<file path="config.mk">
export PLATFORM = sky130hd
export DESIGN_NAME = ras_circular
export DESIGN_NICKNAME = d
export VERILOG_FILES = /design/src/rtl/ras_circular.sv
export SDC_FILE = /design/constraint.sdc
export NUM_CORES = 1
export LEC_CHECK = 0
export BUFFER_PORTS_ARGS = -buffer_cell sky130_fd_sc_hd__buf_4
export CORE_MARGIN = 2
export CORE_UTILIZATION = 45
export DETAILED_ROUTE_END_ITERATION = 10
export GPL_ROUTABILITY_DRIVEN = 1
export HOLD_SLACK_MARGIN = 0.06
export PLACE_DENSITY_LB_ADDON = 0.15
export SLEW_MARGIN = 30
export SYNTH_ARGS = -nofsm -noshare
export SYNTH_HDL_FRONTEND = slang
export SYNTH_SLANG_ARGS = --single-unit
</file>
<file path="constraint.sdc">
create_clock -name clk_i -period 1.9 [get_ports clk_i]
set_input_delay 0.095 -clock clk_i [delete_from_list [all_inputs] [get_ports clk_i]]
set_output_delay 0.095 -clock clk_i [all_outputs]
set_load 0.02 [all_outputs]
</file>
<file path="src/rtl/ras_circular.sv">
// Circular return-address stack with checkpoint/restore for mispredict recovery.
// Ports: clk_i, rst_ni (async low); flush_i, push_i/push_addr_i, pop_i,
//   restore_i/restore_ptr_i/restore_cnt_i in; tos_valid_o, tos_addr_o,
//   ckpt_ptr_o, ckpt_cnt_o out.
module ras_circular #(
    parameter int DEPTH = 2,
    parameter int VLEN  = 32,
    parameter int PTR_W = (DEPTH > 2) ? $clog2(DEPTH) : 1
) (
    input  logic             clk_i,
    input  logic             rst_ni,
    input  logic             flush_i,
    input  logic             push_i,
    input  logic [VLEN-1:0]  push_addr_i,
    input  logic             pop_i,
    input  logic             restore_i,
    input  logic [PTR_W-1:0] restore_ptr_i,
    input  logic [PTR_W:0]   restore_cnt_i,
    output logic             tos_valid_o,
    output logic [VLEN-1:0]  tos_addr_o,
    output logic [PTR_W-1:0] ckpt_ptr_o,
    output logic [PTR_W:0]   ckpt_cnt_o
);

    localparam logic [PTR_W:0] L_DEPTH = (PTR_W+1)'(DEPTH);

    logic [VLEN-1:0]  r_mem [DEPTH];
    logic [PTR_W-1:0] r_ptr;
    logic [PTR_W:0]   r_cnt;

    logic [PTR_W-1:0] w_ptr_inc;
    logic [PTR_W-1:0] w_ptr_dec;
    logic [PTR_W-1:0] w_nxt_ptr;
    logic [PTR_W:0]   w_nxt_cnt;
    logic             w_we;
    logic [PTR_W-1:0] w_waddr;

    // DEPTH is a power of two, so PTR_W-bit arithmetic wraps modulo DEPTH.
    assign w_ptr_inc = r_ptr + 1'b1;
    assign w_ptr_dec = r_ptr - 1'b1;

    always_comb begin
        w_nxt_ptr = r_ptr;
        w_nxt_cnt = r_cnt;
        w_we      = 1'b0;
        w_waddr   = r_ptr;
        if (flush_i) begin
            w_nxt_ptr = '0;
            w_nxt_cnt = '0;
        end else if (restore_i) begin
            w_nxt_ptr = restore_ptr_i;
            w_nxt_cnt = (restore_cnt_i > L_DEPTH) ? L_DEPTH : restore_cnt_i;
        end else if (push_i && pop_i) begin
            // Return immediately followed by call: replace TOS in place.
            w_we    = 1'b1;
            w_waddr = r_ptr;
        end else if (push_i) begin
            w_we      = 1'b1;
            w_waddr   = w_ptr_inc;
            w_nxt_ptr = w_ptr_inc;
            // When full, the new entry lands on the oldest slot.
            w_nxt_cnt = (r_cnt == L_DEPTH) ? r_cnt : r_cnt + 1'b1;
        end else if (pop_i && (r_cnt != '0)) begin
            w_nxt_ptr = w_ptr_dec;
            w_nxt_cnt = r_cnt - 1'b1;
        end
    end

    always_ff @(posedge clk_i or negedge rst_ni) begin
        if (!rst_ni) begin
            r_ptr <= '0;
            r_cnt <= '0;
        end else begin
            r_ptr <= w_nxt_ptr;
            r_cnt <= w_nxt_cnt;
        end
    end

    always_ff @(posedge clk_i or negedge rst_ni) begin
        if (!rst_ni) begin
            for (int i = 0; i < DEPTH; i++) begin
                r_mem[i] <= '0;
            end
        end else if (w_we) begin
            r_mem[w_waddr] <= push_addr_i;
        end
    end

    assign tos_addr_o  = r_mem[r_ptr];
    assign tos_valid_o = (r_cnt != '0);
    assign ckpt_ptr_o  = r_ptr;
    assign ckpt_cnt_o  = r_cnt;

endmodule

</file>
### Word level (Yosys, flattened, before mapping)

Cells that the tools add are included.

* multiplexer cells: 26
* equality and inequality tests: 3
* bitwise logic cells: 2
* shift operators: 0
* multiply operators: 0
* reduce and logical (&&, ||, !) cells: 7
* divide/modulo/power cells: 0
* add/sub/neg operators: 4
* $lt $le $gt $ge: 4

Operator list (number)
* two-way mux 32 bit: 4
* bitwise mux 64 bit: 1
* demux 32 bit (select 1 bit): 1
* two-way mux 2 bit: 7
* two-way mux 1 bit: 13
* >= comparator 2 bit (second input constant): 2
* inequality test 4 bit (second input constant): 1
* NOT 1 -> 2 bit: 2
* nonzero test 4 bit: 1
* logical AND 1 bit: 3
* inequality test 3 bit (second input constant): 1
* AND reduction 3 bit: 1
* adder 2 x 1 -> 2 bit (second input constant): 1
* == test 2 bit (second input constant): 1
* greater-than comparator 2 bit (second input constant): 1
* < comparator 2 x 1 -> 1 bit (second input constant): 1
* AND reduction 2 bit: 1
* nonzero test 2 bit: 1
* subtractor 2 x 1 -> 2 bit (second input constant): 1
* adder 1 bit (second input constant): 1
* subtractor 1 bit (second input constant): 1

* bits in read-only memories: 0
* logic and storage cells: 50
* output and inout port bits: 36
* bits in latches: 0
* bits in writable memories: 0
* bits of input ports: 41
* flip-flop bits (word level): 67
* memories: 0

### Logic depth before layout (Yosys ltp)

* depth in word-level cells: 11
* mapped depth: 5

### Worst setup path after synthesis

Ideal clock, no wire load.

* path type: register -> register
* from: register r_ptr (netlist: ckpt_ptr_o)
* to: register r_mem[33] in the netlist's numbering
* buffers on the path: 2
* clock period less this slack: 1554 ps
* stages on the path, launching flop included: 6
* data arrival time: 1429 ps
* slack: 346 ps
* path through: dfrtp_1 > buf_6 > xnor2_2 > nand3b_4 > buf_6 > mux2_4

* longest elaborated chain between the ends: 11

Ends and longest elaborated chain
* start, declared: RTL line 28 `logic [PTR_W-1:0] r_ptr;`
* start signal, assigned: RTL line 74 `r_ptr <= w_nxt_ptr;`
* adder 1 bit: RTL line 39 `assign w_ptr_inc = r_ptr + 1'b1;`
* two-way mux 1 bit: RTL line 57 `end else if (push_i) begin`
* two-way mux 1 bit: RTL line 53 `end else if (push_i && pop_i) begin`
* two-way mux 1 bit: RTL line 50 `end else if (restore_i) begin`
* two-way mux 1 bit *: RTL line 47 `if (flush_i) begin`
* NOT 1 -> 2 bit (implied by the code) *: RTL line 85 `r_mem[w_waddr] <= push_addr_i;`
* >= comparator 2 bit (implied by the code) / < comparator 2 x 1 -> 1 bit (equally long branches): RTL line 85
* logical AND 1 bit (implied by the code): RTL line 85
* two-way mux 32 bit (implied by the code): RTL line 85
* demux 32 bit (select 1 bit) *: RTL line 85
* bitwise mux 64 bit *: RTL line 85
* end signal, assigned by index: RTL line 85
* end, declared: RTL line 27 `logic [VLEN-1:0] r_mem [DEPTH];`

Every way passes the cells marked *; elsewhere a longest branch is shown, timed or not.
A chain may end at the register's enable or synchronous reset.

### Final worst setup path

* from: register r_ptr (netlist: ckpt_ptr_o)
* to: output tos_addr_o[12]

* longest elaborated chain between the ends: 4

Ends and longest elaborated chain
* NOT 1 -> 2 bit (implied by the code): RTL line 89 `assign tos_addr_o = r_mem[r_ptr];`
* two-way mux 32 bit (implied by the code) (3 in a row): RTL line 89
* end, declared: RTL line 20 `output logic [VLEN-1:0] tos_addr_o,`

Every way passes these cells. The select of a mux whose other input is x is not followed.

==> impl_metrics.csv <==
group,metric,value,unit
clock_tree,h-tree-depth,3,
power_and_ir_drop,seq_power_share,40.5,%
global_routing,grt_max_degree,39,
floorplan,io_pins,77,
power_and_ir_drop,switching_share,28.38,%
logic_synthesis,syn_nets,245,
floorplan,die_area,7785,um2
timing,finClkSkew,0.004049,ns
drt,ant_nets,0,
drt,drt_wl_total,6.472,mm
timing,fin_crit_sh,90.88,%
critical_path,crit_chain,"buf_6, mux2_2, buf_4",
clock_tree,cts-root-buf,"clkbuf_8",
floorplan,die_x,88.24,um
critical_path,cpPeakStageDelay,0.40,ns
critical_path,required,1.80,ns
floorplan,placementRows,30,
critical_path,cp-end-kind,"output pin",
global_routing,grt_first_pass_wirelength,10.41,mm
clock_tree,cts_tree,"done",
drt,routedWlPerCell,15.30,um
power_and_ir_drop,p_int,3.561,mW
power_and_ir_drop,p_switching,1.411,mW
power_and_ir_drop,ir_drop,0.6011,mV
critical_path,ff2ff_setup_slack,0.32,ns
logic_synthesis,ys_seq_area_share,52.51,%
logic_synthesis,netlist_top_cells_count,"67 x dfrtp_1, 64 x mux2_2, 32 x mux2_4, 7 x buf_6, 5 x nand2_1",
logic_synthesis,ys_seq_elements,67,
logic_synthesis,synth-edff-count,0,
critical_path,crit_fanout,35,
critical_path,path_buf_inv,2,
final_layout,final_nets,363,
outcome,outcome,"finished, final reports clean",
clock_tree,post-cts-setup-buffers,0,
logic_synthesis,synth_top_area_cell,"dfrtp_1",
logic_synthesis,ys_types,27,
clock_tree,clk_latency,0.33,ns
placed_design,place.gp.congestion,0.7303,
drt,first_pass_iters,4,
power_and_ir_drop,p_per_area,1118,nW/um2
critical_path,crit_slowest_cell,"dfrtp_1",
global_routing,antenna_found_initial,0,
timing,rsz0062_at_grt,"no",
global_routing,grt-ovfl-total,0,
floorplan,die_h,88.24,um
drt,viasPerCell,4.853,
logic_synthesis,synthCells,204,
final_layout,final_area,4448,um2
power_and_ir_drop,comb_power_share,33.0,%
global_routing,grt_pass1_vias,2177,
timing,slew_headroom,72.46,%
final_layout,drive_above_1_share,60.55,%
worst_hold_path,hp-class,"in -> reg",
critical_path,crit_family,"buffers and inverters",
logic_synthesis,avgSynthCellArea,15.65,um2
logic_synthesis,yosys_most_used_dff,"dfrtp_1",
timing,fmax,0.5791,GHz
floorplan,floorplan.initialDensity,46.74,%
clock_tree,clkSinkCount,67,
placed_design,place_hpwl,4.070,mm
clock_tree,cts_inserted_buffers,9,
timing,final_hold_viol_count,0,
timing,setup_violations,0,
drt,drt_iter0_drc,51,
floorplan,core-area,6832,um2
drt,vias,2053,
clock_tree,clk_transition_reported_paths,0.07,ns
logic_synthesis,syn-cell-area,3193,um2
clock_tree,cts_max_path_buffers,2,
critical_path,worstPathArrival,1.63,ns
timing,worst_pin_slew,0.4131,ns
job,maxCapViolCount,0,
timing,drv_slew,0,
logic_synthesis,ys_warn_count,0,
timing,fin_setup_tns,0,ns
logic_synthesis,post-synth-top-area-fraction,52.51,%
drt,drc,0,
critical_path,critPathLaunchType,"flip-flop",
power_and_ir_drop,p_leak,2.140,nW
final_layout,n_antenna_cell,0,
logic_synthesis,post-synth-top-count-cell,"dfrtp_1",
critical_path,crit_type,"reg -> out",
logic_synthesis,synth-async-reset-ratio,100.0,%
power_and_ir_drop,p_clk_share,26.5,%
timing,period_needed,1.727,ns
global_routing,grt.total_usage,17.57,%
placed_design,dpl_cell_area,3847,um2
placed_design,portBuffers,76,
logic_synthesis,synthTopCellsByArea,"dfrtp_1 53%, mux2_2 23%, mux2_4 15%",
final_layout,syn_to_final_growth,39.30,%
-- power groups by stage --
stage               logic [mW]  registers [mW]  clock network, mW
CTS                       1.66            2.01               1.36
detailed placement        1.59            2.03                  0
global placement          1.56            2.02                  0
floorplan                 1.07            1.97                  0
finish                    1.64            2.02               1.32
global route              1.75            2.06               1.43
-- final timing paths --
check / to / start / depth (start not counted)
worst min-delay path: ckpt_cnt_o[1] / restore_cnt_i[1] / 3
worst max-delay path: tos_addr_o[12] / ckpt_ptr_o / 3
worst max register to register: r_mem[54] / ckpt_ptr_o / 4
worst min register to register: r_mem[1] / r_mem[1] / 1
min in group asynchronous: r_mem[53] / rst_ni / 2
max in group asynchronous: r_mem[40] / rst_ni / 3
-- state kept, by name, summed over array words and instances (netlist names) --
register	flops
ckpt_cnt_o	2
ckpt_ptr_o	1
r_mem	64
-- routing by layer --
metal,vias up,track usage (%),wire [um]
met2,51,28.23,3169
met1,1029,23.68,2983
li1,969,-,-
met4,0,6.336,33
met3,4,3.731,285
met5,-,0,0
-- final cells by class --
class                   count  area [um2]
repair buffers            119        1015
clock inverters             6       88.84
flip-flops and latches     67        1677
clock buffers              10       137.6
multi-input cells         124        1406
well taps                  96       120.1
fillers                   515        2384
inverters                   1       3.754
-- stage by stage --
stage / setup WS, ns / instances / util, % / hold slack, ns / total power, mW
after floorplan: 0.3464 / 204 / - / -0.2006 / 3.039
after global placement: 0.3689 / 370 / 56.32 / 0.05985 / 3.582
after detailed placement: 0.3334 / 370 / 56.32 / 0.05590 / 3.619
after CTS: 0.03957 / 423 / 65.05 / 0.06688 / 5.027
after global routing: 0.1009 / 423 / 65.11 / 0.1009 / 5.238
final: 0.1733 / 423 / 65.11 / 0.08462 / 4.972
-- repair_timing --
item | 4_1_cts | 5_1_grt
gates resized for setup | 0 | 1
endpoints found under the setup margin | 0 | 6
hold buffers | 37 | 0
hold endpoints to repair | 96 | 0
-- cells in the final DEF (no fill, tap or decap), types with 2 or more instances in the layout --
cell | synthesis | final
nand2_1 | 5 | 5
dfrtp_1 | 67 | 67
mux2_2 | 64 | 64
nor2_1 | 2 | 2
clkinvlp_4 | 0 | 2
buf_4 | 1 | 79
clkbuf_8 | 0 | 10
dlygate4sd3_1 | 0 | 37
buf_12 | 0 | 2
mux2i_1 | 2 | 2
bufinv_16 | 0 | 2
a22oi_1 | 2 | 2
mux2_4 | 32 | 32
nor3b_1 | 2 | 2
-- worst min-delay path, cell delays in order --
cell,delay (ns)
buf_4,0.11
nand3b_1,0.09
a22oi_1,0.07
-- cell families (layout without fill, tap and decap cells) --
kind of cell / count (synthesis) / after routing / share of synthesized area, %
buffers and inverters: 13 / 136 / 3.448
xor gates and xnor gates: 1 / 1 / 0.5095
AOI/OAI and AO/OA: 6 / 6 / 1.293
muxes: 98 / 98 / 38.24
and+or+nand+nor: 19 / 19 / 3.997
DFF: 67 / 67 / 52.51
Note: power is estimated with default switching activity, not from simulation.
